--- config.mk ---
export PLATFORM = sky130hd
export DESIGN_NAME = pll_lock_phase_ctrl
export DESIGN_NICKNAME = d
export VERILOG_FILES = /design/src/rtl/pll_lock_phase_ctrl.sv
export SDC_FILE = /design/constraint.sdc
export NUM_CORES = 1
export LEC_CHECK = 0
export CORE_ASPECT_RATIO = 1.2
export CORE_MARGIN = 3
export CORE_UTILIZATION = 45
export CTS_CLUSTER_SIZE = 8
export DETAILED_ROUTE_END_ITERATION = 10
export SLEW_MARGIN = 20
export SYNTH_ARGS = -nofsm -noshare
export SYNTH_HDL_FRONTEND = slang
export SYNTH_SLANG_ARGS = --single-unit
export TNS_END_PERCENT = 1
--- constraint.sdc ---
create_clock -name clkin -period 3 [get_ports clkin]
set_input_delay 0.3 -clock clkin [delete_from_list [all_inputs] [get_ports clkin]]
set_output_delay 0.3 -clock clkin [all_outputs]
set_load 0.005 [all_outputs]
--- src/rtl/pll_lock_phase_ctrl.sv ---
// rtl/pll_lock_phase_ctrl.sv - rPLL reset/lock supervisor with PSDA dynamic phase stepping
module pll_lock_phase_ctrl #(
    parameter int                    PHASE_BITS    = 4,
    parameter logic [PHASE_BITS-1:0] PHASE_INIT    = 4'b1000,
    parameter int                    RESET_CYCLES  = 16,
    parameter int                    LOCK_STABLE   = 256,
    parameter int                    LOCK_TIMEOUT  = 65536,
    parameter int                    SETTLE_CYCLES = 64,
    parameter int                    MAX_RETRY     = 3
) (
    input  logic                  clkin,
    input  logic                  reset,
    input  logic                  pll_lock,
    output logic                  pll_reset,
    output logic [PHASE_BITS-1:0] psda,
    output logic                  rst_out,
    output logic                  ready,
    output logic                  fault,
    output logic [1:0]            retries,
    input  logic                  ph_req,
    input  logic [PHASE_BITS-1:0] ph_val,
    output logic                  ph_ack,
    output logic                  ph_nak
);

    localparam int MAX_A   = (RESET_CYCLES > LOCK_TIMEOUT) ? RESET_CYCLES : LOCK_TIMEOUT;
    localparam int MAX_CYC = (MAX_A > SETTLE_CYCLES) ? MAX_A : SETTLE_CYCLES;
    localparam int CW      = $clog2(MAX_CYC) + 1;

    localparam logic [CW-1:0] RST_LAST     = CW'(RESET_CYCLES - 1);
    localparam logic [CW-1:0] TIMEOUT_LAST = CW'(LOCK_TIMEOUT - 1);
    localparam logic [CW-1:0] SETTLE_LAST  = CW'(SETTLE_CYCLES - 1);
    localparam logic [CW-1:0] STABLE_TGT   = CW'(LOCK_STABLE);
    localparam logic [1:0]    RETRY_MAX    = 2'(MAX_RETRY);

    typedef enum logic [2:0] {
        ST_RST_PLL,
        ST_WAIT_LOCK,
        ST_LOCKED,
        ST_SETTLE,
        ST_FAULT
    } state_t;

    state_t                state_q;
    logic                  sync_q;
    logic                  lock_s_q;
    logic [CW-1:0]         cnt_q;
    logic [CW-1:0]         stable_q;
    logic                  pll_reset_q;
    logic                  rst_out_q;
    logic [PHASE_BITS-1:0] psda_q;
    logic                  ready_q;
    logic                  fault_q;
    logic [1:0]            retries_q;
    logic                  ph_ack_q;
    logic                  ph_nak_q;

    logic [CW-1:0]         cnt_d;
    logic [CW-1:0]         stable_d;
    logic [1:0]            retries_d;

    always_comb begin
        cnt_d     = cnt_q + CW'(1);
        stable_d  = lock_s_q ? (stable_q + CW'(1)) : '0;
        retries_d = retries_q + 2'd1;
    end

    always_ff @(posedge clkin) begin
        if (reset) begin
            state_q     <= ST_RST_PLL;
            sync_q      <= 1'b0;
            lock_s_q    <= 1'b0;
            cnt_q       <= '0;
            stable_q    <= '0;
            pll_reset_q <= 1'b1;
            rst_out_q   <= 1'b1;
            psda_q      <= PHASE_INIT;
            ready_q     <= 1'b0;
            fault_q     <= 1'b0;
            retries_q   <= 2'd0;
            ph_ack_q    <= 1'b0;
            ph_nak_q    <= 1'b0;
        end else begin
            // LOCK is asynchronous to clkin; only lock_s_q is used by the FSM
            sync_q   <= pll_lock;
            lock_s_q <= sync_q;
            ph_ack_q <= 1'b0;
            ph_nak_q <= 1'b0;

            case (state_q)
                ST_RST_PLL: begin
                    pll_reset_q <= 1'b1;
                    rst_out_q   <= 1'b1;
                    ready_q     <= 1'b0;
                    stable_q    <= '0;
                    if (cnt_q == RST_LAST) begin
                        cnt_q       <= '0;
                        pll_reset_q <= 1'b0;
                        state_q     <= ST_WAIT_LOCK;
                    end else begin
                        cnt_q <= cnt_d;
                    end
                end

                ST_WAIT_LOCK: begin
                    cnt_q    <= cnt_d;
                    stable_q <= stable_d;
                    // A lock qualifying on the last allowed cycle still wins over the timeout
                    if (stable_d == STABLE_TGT) begin
                        state_q   <= ST_LOCKED;
                        ready_q   <= 1'b1;
                        rst_out_q <= 1'b0;
                    end else if (cnt_q == TIMEOUT_LAST) begin
                        retries_q   <= retries_d;
                        cnt_q       <= '0;
                        pll_reset_q <= 1'b1;
                        if (retries_d == RETRY_MAX) begin
                            state_q <= ST_FAULT;
                            fault_q <= 1'b1;
                        end else begin
                            state_q <= ST_RST_PLL;
                        end
                    end
                end

                ST_LOCKED: begin
                    if (!lock_s_q) begin
                        state_q     <= ST_RST_PLL;
                        pll_reset_q <= 1'b1;
                        rst_out_q   <= 1'b1;
                        ready_q     <= 1'b0;
                        retries_q   <= 2'd0;
                        cnt_q       <= '0;
                    end else if (ph_req) begin
                        psda_q  <= ph_val;
                        cnt_q   <= '0;
                        ready_q <= 1'b0;
                        state_q <= ST_SETTLE;
                    end
                end

                ST_SETTLE: begin
                    // Output domains keep running; only a lock loss restarts the PLL
                    if (!lock_s_q) begin
                        ph_nak_q    <= 1'b1;
                        state_q     <= ST_RST_PLL;
                        pll_reset_q <= 1'b1;
                        rst_out_q   <= 1'b1;
                        retries_q   <= 2'd0;
                        cnt_q       <= '0;
                    end else if (cnt_q == SETTLE_LAST) begin
                        ph_ack_q <= 1'b1;
                        ready_q  <= 1'b1;
                        state_q  <= ST_LOCKED;
                    end else begin
                        cnt_q <= cnt_d;
                    end
                end

                ST_FAULT: begin
                    pll_reset_q <= 1'b1;
                    rst_out_q   <= 1'b1;
                    ready_q     <= 1'b0;
                    fault_q     <= 1'b1;
                end

                default: begin
                    state_q     <= ST_RST_PLL;
                    pll_reset_q <= 1'b1;
                    rst_out_q   <= 1'b1;
                    ready_q     <= 1'b0;
                    cnt_q       <= '0;
                end
            endcase
        end
    end

    assign pll_reset = pll_reset_q;
    assign psda      = psda_q;
    assign rst_out   = rst_out_q;
    assign ready     = ready_q;
    assign fault     = fault_q;
    assign retries   = retries_q;
    assign ph_ack    = ph_ack_q;
    assign ph_nak    = ph_nak_q;

endmodule

==> flow_summary.ini <==
[status]
status = complete, no violations

[grt]
track_usage = 0.197
antenna_found_initial = 0
grt_max_degree = 34
number_of_global_route_vias_before_repair = 2685
grt_first_pass_wirelength_mm = 12.8
grt_overflow_total = 0

[timing]
finalSetupViolations = 0
tightestPinTransition_ns = 0.821
final_clock_period_utilization_by_the_worst_path = 0.901
finalWorstSetupSlack_ns = 0.296
worst_hold_slack_ns = 0.445
fmaxAchievable_ghz = 0.370
worst_clock_skew_ns = 0.0148
final_max_slew_viol_count = 0
setup-tns-final_ns = 0
max-slew-margin-rel = 0.452
setup_repair_after_global_routing_missed_its_margin = no
hold_viol = 0
finalCriticalPeriod_ns = 2.70

[power]
worst_ir_drop_vdd_mv = 0.167
finalPower_w = 0.00117
pwr_density_cell_mw_per_mm2 = 333
seq_power_share = 0.590
cell_internal_pwr_w = 0.000911
share_comb_of_total_power = 0.033
p_leak_nw = 1.27
power_switching_share = 0.220
switching_power_w = 0.000257
power.share.clock = 0.377

[cells_and_area]
final_design_area_no_fill_mm2 = 0.00351
nets = 402
post_route_cells_drive_above_1_share = 0.156
area.growth.synth_to_final_pct = 12.4
number_of_filler_cells_placed_in_the_layout = 631
insertedDiodeCount = 0

[die]
die_width_um = 82.1
fp.dieH_um = 97.3
placement_rows = 32
die_area_mm2 = 0.00798
initial_core_util = 0.476
boundaryPins = 20
core_mm2 = 0.00657

[setup_path]
start_kind = flip-flop
reg2reg_slack_ns = 0.30
cpPeakStageDelay_ns = 0.38
critical_path_arrival_ns = 2.93
worstPathCellList = ha_1, nand3_1, nor3_2, nand3_2, nor2_1, nand3_1, inv_1, ha_1, inv_1, a31oi_4, buf_4, nand2_2, a221oi_2
worst_path_max_delay_cell = dfxtp_1
required_ns = 3.23
worst_setup_path_end_kind = flip-flop
critical_path_peak_fanout = 8
path_buf_inv = 3
worst-setup-path-type = reg -> reg
critical-path-top-delay-family = simple AND/OR/NAND/NOR gates

[synth]
synth-seq-area-share = 0.327
ys_async_sr_fraction = 0
syn-cell-area_mm2 = 0.00312
synth.yosys.warnings = 0
synthesis.area_per_instance_um2 = 8.42
ys_seq_elements = 51
syn-num-nets = 384
netlist_instances = 371
synthDistinctLibCells = 70
synth-edff-count = 0
top_reg_cell_synth = dfxtp_1

[clock_network]
clk_transition_reported_paths_ns = 0.10
tritoncts = yes
clockRootBuffer = clkbuf_8
cts-buffers-inserted = 5
clock_sinks = 51
cts_max_level = 2
clk_latency_ns = 0.31
cts_buffer_depth = 2

[min_path]
kind_of_path_behind_the_tightest_hold_check = reg -> reg

[route]
post-route-drc-count = 0
routed-via-count = 2773
firstDrtPassIters = 4
post_drt_via_cell_ratio = 5.84
detail_route.wl_per_cell_um = 15.5
drt_iter0_drc = 164
postRouteAntennaNets = 0
postRouteWirelength_mm = 7.37

[place]
gp_congestion = 0.821
dpl_cell_area_mm2 = 0.00337
preCtsSetupSlack_ns = 0.0546
buffer_ports.inserted = 19
hpwl_mm = 5.24

[flow_run]
cap_violations = 0
-- metrics by stage --
stage / utilization / cells
floorplan: - / 371
global placement: 0.513 / 464
detailed placement: 0.513 / 464
CTS: 0.529 / 472
global route: 0.534 / 475
finish: 0.534 / 475
-- synthesized netlist by cell type (5+ instances only) --
| cell type | number | share of area |
|---|---|---|
| nand3_1 | 21 | 0.034 |
| mux2i_1 | 5 | 0.016 |
| or2_2 | 6 | 0.012 |
| clkbuf_1 | 11 | 0.013 |
| or3_1 | 10 | 0.020 |
| o21ai_0 | 20 | 0.032 |
| nor3_1 | 10 | 0.016 |
| nor4_1 | 5 | 0.010 |
| a21o_1 | 12 | 0.029 |
| nand2_1 | 36 | 0.043 |
| buf_4 | 5 | 0.012 |
| dfxtp_1 | 51 | 0.33 |
| nand2b_1 | 9 | 0.018 |
| a221oi_2 | 8 | 0.038 |
| ha_1 | 5 | 0.020 |
| a221oi_1 | 7 | 0.020 |
| nor2_1 | 32 | 0.038 |
| inv_1 | 10 | 0.012 |
| and3_1 | 5 | 0.010 |
| a21oi_1 | 19 | 0.030 |
| a22oi_1 | 7 | 0.017 |
-- power by group through the flow --
stage          Combinational, W  Sequential (W)  Clock (W)
2_1_floorplan         0.0000257        0.000701          0
4_1_cts               0.0000396        0.000689   0.000466
3_5_place_dp          0.0000389        0.000705          0
5_1_grt               0.0000445        0.000690   0.000487
3_3_place_gp          0.0000390        0.000704          0
6_report              0.0000391        0.000689   0.000440
-- kinds of logic after synthesis --
kind of cell / share of synthesized area
compound gates: 0.272
xor+xnor: 0.0196
fa+ha+maj: 0.0200
buf+inv: 0.0589
flops: 0.327
mux: 0.0196
simple gates: 0.283
-- per-layer routing --
| layer | GRT usage | up-vias | routed length (um) |
|---|---|---|---|
| met5 | 0 | - | 0 |
| met4 | 0.0627 | 0 | 107 |
| met3 | 0.0288 | 9 | 235 |
| met2 | 0.321 | 37 | 3670 |
| met1 | 0.263 | 1313 | 3350 |
| li1 | - | 1414 | - |
-- flip-flops by register name, indices dropped and copies added (netlist names), 2 cells and up --
name,cells
cnt_q,17
stable_q,17
psda,4
state_q,3
retries,2
-- cell usage in the layout, fill, tap and decap left out, drive strengths merged, types with 12 or more instances in the layout --
cell type / Yosys / layout
o21ai: 21 / 21
nand2: 38 / 38
nand3: 22 / 22
dfxtp: 51 / 51
buf: 12 / 16
a21o: 12 / 12
a21oi: 19 / 19
a221oi: 16 / 16
nor2: 32 / 32
clkdlybuf4s50: 0 / 19
-- final timing paths --
| check | startpoint | to | cells past startpoint |
|---|---|---|---|
| setup reg to reg | cnt_q[1] | fault | 13 |
| hold / removal | sync_q | lock_s_q | 1 |
| setup / recovery | cnt_q[1] | fault | 13 |
| hold reg to reg | sync_q | lock_s_q | 1 |
-- layout make-up --
| type | count | area (um2) | share of cell area |
|---|---|---|---|
| multi-input cells | 286 | 1930 | 0.550 |
| flip-flops and latches | 51 | 1020 | 0.291 |
| repair buffers | 35 | 310 | 0.0884 |
| well taps | 85 | 106 | 0.0303 |
| clock buffers | 7 | 96.3 | 0.0275 |
| inverters | 10 | 37.5 | 0.0107 |
| clock inverters | 1 | 7.51 | 0.00214 |
-- what timing repair did --
action / 4_1_cts / 5_1_grt
gates resized for setup: 0 / 3
hold buffers: 0 / 0
endpoints found under the hold margin: 0 / 0
endpoints found under the setup margin: 0 / 21
buffers inserted: 0 / 3
Note: power is estimated with default switching activity, not from simulation.
